--- config.mk ---
export PLATFORM = sky130hd
export DESIGN_NAME = int_mac_accum
export DESIGN_NICKNAME = d
export VERILOG_FILES = /design/src/rtl/int_mac_accum.sv
export SDC_FILE = /design/constraint.sdc
export NUM_CORES = 1
export LEC_CHECK = 0
export CAP_MARGIN = 10
export CORE_MARGIN = 1
export CORE_UTILIZATION = 45
export DETAILED_ROUTE_END_ITERATION = 12
export MAX_ROUTING_LAYER = met4
export PLACE_DENSITY = 0.68
export SLEW_MARGIN = 25
export SYNTH_ARGS = -nofsm -noshare
export SYNTH_HDL_FRONTEND = slang
export SYNTH_SLANG_ARGS = --single-unit
--- constraint.sdc ---
create_clock -name clk -period 5.3 [get_ports clk]
set_clock_uncertainty 0.05 [all_clocks]
set_input_delay 0.53 -clock clk [delete_from_list [all_inputs] [get_ports clk]]
set_output_delay 0.53 -clock clk [all_outputs]
set_load 0.02 [all_outputs]
--- src/rtl/int_mac_accum.sv ---
// int_mac_accum: sequential multiply-accumulate back end.
// Sums a programmed number of 32-bit products into a wide accumulator.
// The 32-bit result is clamped to the signed or unsigned range chosen at start.
//
// Handshakes: a transfer happens on a rising edge where valid && ready are both
// high. Valid never depends on ready, and ready never depends on valid. A
// producer holds its payload stable while valid is high and ready is low.
// prod_rdy is a function of state only. res_vld stays high with res/ovfl frozen
// until res_rdy is seen.
module int_mac_accum #(
   parameter int ACC_W = 48  // keep >= 48 so 65535 full-scale products cannot wrap
) (
   input  logic        clk,
   input  logic        rst,
   input  logic        start,
   input  logic [15:0] len,
   input  logic        sign,
   input  logic        prod_vld,
   input  logic [31:0] prod,
   output logic        prod_rdy,
   output logic        res_vld,
   output logic [31:0] res,
   input  logic        res_rdy,
   output logic        ovfl,
   output logic        busy,
   output logic [1:0]  state_dbg
);

   typedef enum logic [1:0] {
      IDLE  = 2'd0,
      ACCUM = 2'd1,
      DONE  = 2'd2
   } state_t;

   state_t             state, state_nxt;
   logic [ACC_W-1:0]   acc;
   logic [15:0]        cnt;
   logic               sign_q;
   logic               ovfl_q;

   logic [ACC_W-1:0]   prod_ext;
   logic [ACC_W-1:0]   sum;
   logic [ACC_W-32:0]  sum_hi;
   logic [31:0]        sat_res;
   logic               sat_ovf;
   logic               accept;

   assign accept    = prod_vld && prod_rdy;
   assign ovfl      = ovfl_q && res_vld;
   assign state_dbg = state;

   // Extend the incoming product, add it to the running sum, and clamp the result to 32 bits.
   always_comb begin
      prod_ext = sign_q ? {{(ACC_W-32){prod[31]}}, prod}
                        : {{(ACC_W-32){1'b0}}, prod};
      sum      = acc + prod_ext;
      sum_hi   = sum[ACC_W-1:31];
      sat_res  = sum[31:0];
      sat_ovf  = 1'b0;
      if (sign_q) begin
         // In range only when bits 31 and up are a pure sign extension.
         if (!((sum_hi == '0) || (sum_hi == '1))) begin
            sat_ovf = 1'b1;
            sat_res = sum[ACC_W-1] ? 32'h8000_0000 : 32'h7FFF_FFFF;
         end
      end else begin
         // Zero-extended products only grow the sum, so only the top needs clamping.
         if (|sum[ACC_W-1:32]) begin
            sat_ovf = 1'b1;
            sat_res = 32'hFFFF_FFFF;
         end
      end
   end

   // Compute the next state and the state-decoded handshake and status outputs.
   always_comb begin
      state_nxt = state;
      prod_rdy  = 1'b0;
      res_vld   = 1'b0;
      busy      = 1'b0;
      case (state)
         IDLE: begin
            if (start) state_nxt = (len != 16'd0) ? ACCUM : DONE;
         end
         ACCUM: begin
            prod_rdy = 1'b1;
            busy     = 1'b1;
            if (prod_vld && cnt == 16'd1) state_nxt = DONE;
         end
         DONE: begin
            res_vld = 1'b1;
            busy    = 1'b1;
            if (res_rdy) state_nxt = IDLE;
         end
         default: state_nxt = IDLE;
      endcase
   end

   // Register the state, accumulator and count, and capture the clamped result when the last product is accepted.
   always_ff @(posedge clk) begin
      if (rst) begin
         state  <= IDLE;
         acc    <= '0;
         cnt    <= '0;
         sign_q <= 1'b0;
         res    <= '0;
         ovfl_q <= 1'b0;
      end else begin
         state <= state_nxt;
         case (state)
            IDLE: begin
               if (start) begin
                  if (len != 16'd0) begin
                     acc    <= '0;
                     cnt    <= len;
                     sign_q <= sign;
                  end else begin
                     res    <= '0;
                     ovfl_q <= 1'b0;
                  end
               end
            end
            ACCUM: begin
               if (accept) begin
                  acc <= sum;
                  cnt <= cnt - 16'd1;
                  if (cnt == 16'd1) begin
                     res    <= sat_res;
                     ovfl_q <= sat_ovf;
                  end
               end
            end
            default: ;
         endcase
      end
   end

endmodule

==> metrics.yaml, run 1 <==
cts.path.max_buffers: 2
cts_root_buffer: "clkbuf_16"
rows: 47
top_layer: "met4"
drt-met1-wl_mm: 12.26
grt_max_degree: 70
worst_path_max_delay_cell: "clkdlybuf4s50_1"
timing.fmax_ghz: 0.2095
cts_tree: "yes"
clk_pin_slew_ns: 0.08
dieWidth_um: 133.5
coreArea_um2: 16760
leakage_nw: 3.356
clock_latency_ns: 0.37
ys_seq_area_share_pct: 25.72
ctsResizeCount: 0
placed_cell_area_um2: 8845
ctsHoldBuffers: 0
crit_arrival_ns: 5.01
synthFlopType: "dfxtp_1"
worst-path-buf-inv: 2
die_y_um: 133.5
peakVddDrop_mv: 0.5041
grt_remaining_overflow: 0
antenna_found_initial: 0
hp-class: "reg2reg"
diodes: 0
gp_congestion: 1.008
synth-edff-count: 0
status: "complete, no violations"
hold_path_depth: 2
num_io_pins: 92
ys_seq_elements: 100
regArea_um2: 2002
syn_avg_cell_area_um2: 7.421
relSlewSlack_pct: 46.06
cp.depth: 13
cts_made_buffers: 9
wl_met2_mm: 11.18
slew_viol_final: 0
post-route-period-util_pct: 90.08
drc: 0
grt_pass1_vias: 7463
synthSimpleGateAreaFrac_pct: 24.65
synth_area_um2: 7785
firstDrtPassIters: 5
fin_cells: 1323
rsz0062_at_grt: "false"
yosys.area_share.xor_xnor_pct: 5.288
reg2reg_depth: 14
r2r_start: "acc[0]$_SDFFE_PP0P_"
min-delay-start: "acc[2]$_SDFFE_PP0P_"
drt_iter0_markers: 777
fin_nets: 1190
yosysUniqueCellTypes: 75
hold_viol: 0
postSynthCellCount: 1049
r2r_slack_ns: 1.05
synth_top_family_by_area: "compound AO/OA/AOI/OAI gates"
synth_fp_nets: 1141
holdPathEnd: "acc[2]$_SDFFE_PP0P_"
hpwlAfterDp_mm: 19.07
synth.area.mux_share_pct: 0.9161
fin_setup_tns_ns: 0
cts_setup_buffers: 0
startpoint_type: "input port"
antenna_left: 0
fillCellCount: 1644
wl_per_cell_um: 19.43
grt_pass1_wl_mm: 40.74
wl_met3_mm: 1.742
die_area_um2: 17830
drv_cap: 0
tightestPinTransition_ns: 0.8091
htree_num_levels: 3
critical_path_class: "in2reg"
crit_path_cell_trace: "clkdlybuf4s50_1 -> ha_1 -> and2_1 -> a21o_1 -> maj3_1 -> a21oi_1 -> mux2_2 -> a311oi_1 -> xnor2_1 -> a21boi_0 -> nand4_1 -> buf_4 -> o211ai_1"
worstPathRequired_ns: 5.53
finalSetupViolCount: 0
vias: 8299
reg2reg_to: "res[12]$_SDFFE_PP0P_"
clkSinkCount: 100
slowest_delay_ns: 0.59
ys_warn_count: 0
end_kind: "register"
multi_input_area_um2: 5416
placed_cells: 1307
final_cell_area_um2: 9130
grt_util_all_layers_pct: 29.81
period_needed_ns: 4.774
crit_family: "compound AO/OA/AOI/OAI gates"
synth_compound_area_share_pct: 32.13
synthAdderAreaFrac_pct: 6.332
initial_core_util_pct: 46.45
powerDensity_nw_per_um2: 399.1
async_reset_ff_share_pct: 0
via_per_inst: 6.273
wirelength_mm: 25.71
drive_above_1_share_pct: 6.074
crit_fanout: 17
portBuffers: 91
area_growth_pct: 17.28
-- stage by stage --
stage          setup slack [ns]  hold WS [ns]  util, %  power, mW
2_1_floorplan             1.480        0.3856        -      2.345
3_3_place_gp             0.4137        0.3922    52.77      2.945
3_5_place_dp             0.2619        0.4043    52.77      2.956
4_1_cts                  0.6396        0.4159    54.48      3.628
5_1_grt                  0.2565        0.4317    54.48      3.899
6_report                 0.5258        0.4110    54.48      3.643
-- worst max-delay path by stage --
stage	startpoint	to	slack, ns
5_1_grt	prod[31]	res[15]$_SDFFE_PP0P_	0.26
4_1_cts	prod[31]	res[12]$_SDFFE_PP0P_	0.64
6_report	prod[31]	res[12]$_SDFFE_PP0P_	0.53
3_5_place_dp	prod[31]	res[2]$_SDFFE_PP0P_	0.26
2_1_floorplan	prod[31]	res[30]$_SDFFE_PP0P_	1.48
3_3_place_gp	prod[31]	res[2]$_SDFFE_PP0P_	0.41
-- cells by family (layout without fill, tap and decap cells) --
| logic type | count (synthesis) | count (layout) |
|---|---|---|
| xor+xnor | 47 | 47 |
| mux | 7 | 7 |
| compound gates | 358 | 358 |
| flops | 100 | 100 |
| fa+ha+maj | 39 | 39 |
| buf+inv | 94 | 148 |
| simple gates | 404 | 404 |
-- report_power, final --
| part | internal [mW] | total [mW] | leakage, nW | switching (mW) |
|---|---|---|---|---|
| clock network | 0.337 | 0.666 | 0.130 | 0.328 |
| logic | 0.699 | 1.92 | 2.41 | 1.22 |
| registers | 0.917 | 1.05 | 0.812 | 0.137 |
| total | 1.95 | 3.64 | 3.36 | 1.69 |
-- state kept, by name, summed over array words and instances (netlist names) --
register / cells
acc: 48
cnt: 16
ovfl_q: 1
res: 32
sign_q: 1
state_dbg: 2
-- final cells by class --
cell class                 count  area share (%)
multi-input combinational    855           59.33
sequential                   100           21.93
timing repair buffer         112           11.79
tap                          220           3.015
clock buffer                  11           2.659
inverter                      20          0.8223
clock inverter                 5          0.4659
-- tightest hold or removal path, stage by stage, from the launching register on --
cell and delay, ns:
dfxtp_1 0.32, nand2_1 0.05, a21oi_1 0.05
-- per-layer routing --
layer | track usage (%) | vias up
met3 | 4.072 | 32
met4 | 8.965 | 0
met1 | 42.45 | 3949
li1 | - | 4019
met5 | - | -
met2 | 43.29 | 299
-- cell usage after synthesis (4+ instances only) --
library cell	instances	area, µm²
nand2_1	126	473.0
nor2_1	115	431.7
dfxtp_1	100	2002
a21oi_1	86	430.4
clkbuf_1	60	225.2
o21ai_0	54	270.3
a22oi_1	37	277.8
ha_1	37	462.9
a32oi_1	33	289.0
xnor2_1	33	289.0
o211ai_1	28	210.2
nor3_1	27	135.1
nand3_1	25	125.1
inv_1	19	71.32
nor4_1	18	112.6
nand4_1	17	106.4
a211oi_1	15	112.6
xor2_1	14	122.6
a21o_1	13	97.59
o21a_1	13	97.59
and2_1	11	68.82
nand2b_1	11	68.82
o22ai_1	10	62.56
o211ai_2	9	112.6
or2_2	8	50.05
or4_1	8	60.06
and3_1	7	43.79
buf_1	7	26.28
nor2b_1	7	43.79
a31oi_1	6	37.54
mux2i_1	6	60.06
or3_1	5	31.28
a21boi_0	4	30.03
a311oi_1	4	35.03
and4_1	4	35.03
buf_6	4	45.04
o211a_1	4	40.04
o21bai_1	4	30.03
o31a_1	4	35.03
-- placed cells by master, fill, tap and decap left out, types with 5 or more instances in the layout --
master           Yosys  routed
nand2_1            126     126
nor2_1             115     114
dfxtp_1            100     100
clkdlybuf4s50_1      0      90
a21oi_1             86      85
o21ai_0             54      54
a22oi_1             37      37
ha_1                37      37
xnor2_1             33      33
a32oi_1             33      33
o211ai_1            28      28
nor3_1              27      27
nand3_1             25      25
buf_4                0      20
inv_1               19      19
nor4_1              18      17
nand4_1             17      17
a211oi_1            15      15
xor2_1              14      14
o21a_1              13      13
a21o_1              13      12
and2_1              11      11
nand2b_1            11      11
o22ai_1             10      10
o211ai_2             9       9
clkbuf_16            0       9
or2_2                8       8
or4_1                8       8
nor2b_1              7       7
and3_1               7       7
mux2i_1              6       6
or3_1                5       5
a31oi_1              6       5
(Power assumes the default switching activity.)
==> inputs of run 2 (changes only) <==
--- a/config.mk
+++ b/config.mk
@@ -9,9 +9,9 @@
 export CORE_MARGIN = 1
 export CORE_UTILIZATION = 45
 export DETAILED_ROUTE_END_ITERATION = 12
-export MAX_ROUTING_LAYER = met4
 export PLACE_DENSITY = 0.68
-export SLEW_MARGIN = 25
+export SETUP_SLACK_MARGIN = 0.05
+export SLEW_MARGIN = 10
 export SYNTH_ARGS = -nofsm -noshare
 export SYNTH_HDL_FRONTEND = slang
 export SYNTH_SLANG_ARGS = --single-unit
==> run 2 against run 1 <==
Global-route usage is 1.5 points lower. Count of clock-buffer cells in the layout down 1. Register-to-register slack lost 0.02 ns. First-iteration DRC count is 12% higher. Sequential share of layout area is essentially flat. Flip-flop and latch count unchanged. Design area shrank 0.14%. Clock power decreased by 2%. Hold slack better by 0.0013 ns. Sequential power hardly changed. Combinational power hardly changed. Critical path type unchanged. Largest cell class unchanged. Largest power group unchanged. Highest routed layer unchanged.
==> metrics.yaml, run 2 (synthesis results as in run 1) <==
largestRegisters: "acc: 48 flops, res: 32 flops, cnt: 16 flops"
via_per_inst: 6.323  # +0.80%
max_flop_register: "acc"
relSlewSlack_pct: 42.78  # -3.3 points
status: "complete, no violations"
leakage_nw: 3.355  # about the same
rsz0062_at_grt: "false"
placed_cells: 1307  # unchanged
vias: 8359  # +0.72%
hold_viol: 0  # unchanged
tightestPinTransition_ns: 0.8582  # +0.04914 ns
rows: 47  # unchanged
wirelength_mm: 25.54  # -0.65%
grt_pass1_vias: 7285  # -2.4%
drc: 0  # unchanged
cts_tree: "yes"
crit_family: "compound AO/OA/AOI/OAI gates"
antenna_left: 0  # unchanged
drv_cap: 0  # unchanged
drive_above_1_share_pct: 5.989  # -0.085 points
hp-class: "reg2reg"
fin_setup_tns_ns: 0  # unchanged
cts_setup_buffers: 0  # unchanged
placed_cell_area_um2: 8845  # unchanged
crit_path_cell_trace: "clkdlybuf4s50_1 -> ha_1 -> and2_1 -> a21o_1 -> maj3_1 -> a21oi_1 -> mux2_2 -> a311oi_1 -> xnor2_1 -> a21boi_0 -> nand4_1 -> buf_4 -> o211ai_1"
critical_path_class: "in2reg"
num_io_pins: 92  # unchanged
largest_reg_flops: 48  # unchanged
cp.depth: 13  # unchanged
area_growth_pct: 17.12
slowest_delay_ns: 0.58  # about the same
reg2reg_depth: 14  # unchanged
fin_total_pwr_mw: 3.632  # -0.30%
clkSinkCount: 100  # unchanged
firstDrtPassIters: 6  # +1
dieWidth_um: 133.5  # unchanged
cts.path.max_buffers: 2  # unchanged
fin_hold_ws_ns: 0.4123  # +0.001260 ns
worst-path-buf-inv: 2  # unchanged
grt_max_degree: 70  # unchanged
post-route-period-util_pct: 88.29  # -1.8 points
setup_ws_ns: 0.6207  # +0.09491 ns
ctsResizeCount: 0  # unchanged
slew_viol_final: 0  # unchanged
period_needed_ns: 4.679  # -0.09491 ns
fin_cells: 1322  # -0.076%
clk_pin_slew_ns: 0.08  # about the same
wl_per_cell_um: 19.32  # -0.58%
hold_path_depth: 2  # unchanged
fin_nets: 1190  # unchanged
hpwlAfterDp_mm: 18.60  # -2.5%
pre_cts_ws_ns: 0.4007  # +0.1388 ns
drt_iter0_markers: 873  # +12%
drt-met1-wl_mm: 12.07  # -1.6%
final_cell_mix: "nand2_1, nor2_1, dfxtp_1"
ctsHoldBuffers: 0  # unchanged
diodes: 0  # unchanged
wl_met3_mm: 1.927  # +11%
grt_pass1_wl_mm: 39.90  # -2.1%
finalSetupViolCount: 0  # unchanged
final_common_cell: "nand2_1"
coreArea_um2: 16760  # unchanged
die_area_um2: 17830  # unchanged
grt_util_all_layers_pct: 28.34  # -1.5 points
end_kind: "register"
final_cell_area_um2: 9117  # -0.14%
initial_core_util_pct: 46.45  # unchanged
cts_made_buffers: 9  # unchanged
crit_arrival_ns: 4.91  # -0.10 ns
htree_num_levels: 3  # unchanged
powerDensity_nw_per_um2: 398.4  # -0.17%
timing.fmax_ghz: 0.2137  # +2.0%
crit_fanout: 21  # +4
portBuffers: 91  # unchanged
clock_latency_ns: 0.37  # about the same
gp_congestion: 0.9752  # -3.3%
die_y_um: 133.5  # unchanged
utilization_pct: 54.40  # -0.075 points
grt_remaining_overflow: 0  # unchanged
wl_met2_mm: 10.98  # -1.8%
startpoint_type: "input port"
antenna_found_initial: 0  # unchanged
peakVddDrop_mv: 0.4011  # -20%
cts_root_buffer: "clkbuf_16"
top_layer: "met4"
worstPathRequired_ns: 5.53  # about the same
worst_path_max_delay_cell: "clkdlybuf4s50_1"
-- run 2: cell count changes in the layout (fill, tap and decap cells not counted), sizes merged --
| cell | before | now |
|---|---|---|
| inv | 22 | 23 |
| clkbuf | 11 | 10 |
| clkinvlp | 3 | 2 |
-- run 2: final timing paths --
| check | startpoint | endpoint | slack [ns] |
|---|---|---|---|
| worst min-delay path | acc[2]$_SDFFE_PP0P_ | acc[2]$_SDFFE_PP0P_ | 0.41 |
| worst max-delay path | prod[31] | res[22]$_SDFFE_PP0P_ | 0.62 |
| worst max register to register | acc[0]$_SDFFE_PP0P_ | res[22]$_SDFFE_PP0P_ | 1.03 |
| worst min register to register | acc[2]$_SDFFE_PP0P_ | acc[2]$_SDFFE_PP0P_ | 0.41 |
-- run 2: report_power, final --
part | internal, mW | switching (mW)
sequential | 0.917 | 0.136
combinational | 0.698 | 1.23
clock | 0.324 | 0.330
-- run 2: cell type report --
class,count,area (µm²)
Inverter,20,75.07
Clock buffer,10,229.0
Clock inverter,5,43.79
Tap cell,220,275.3
Timing Repair Buffer,112,1076
Sequential cell,100,2002
Fill cell,1632,7642
Multi-Input combinational cell,855,5416
-- run 2: metal layers --
layer	vias up	GRT usage, %
met5	-	0
met2	358	42.51
met3	37	4.186
met1	3942	41.63
li1	4022	-
met4	0	8.144
-- run 2: worst register-to-register path: stages (launching register included) --
cell and delay [ns]:
dfxtp_1 0.34, ha_1 0.16, inv_1 0.05, fa_1 0.39, nand2b_1 0.19, a21oi_1 0.26
o21ai_0 0.27, a311oi_1 0.47, nor2_1 0.16, or4_1 0.53, o311ai_0 0.18, and4_1 0.29
nand4_1 0.29, buf_4 0.34, o211ai_1 0.21
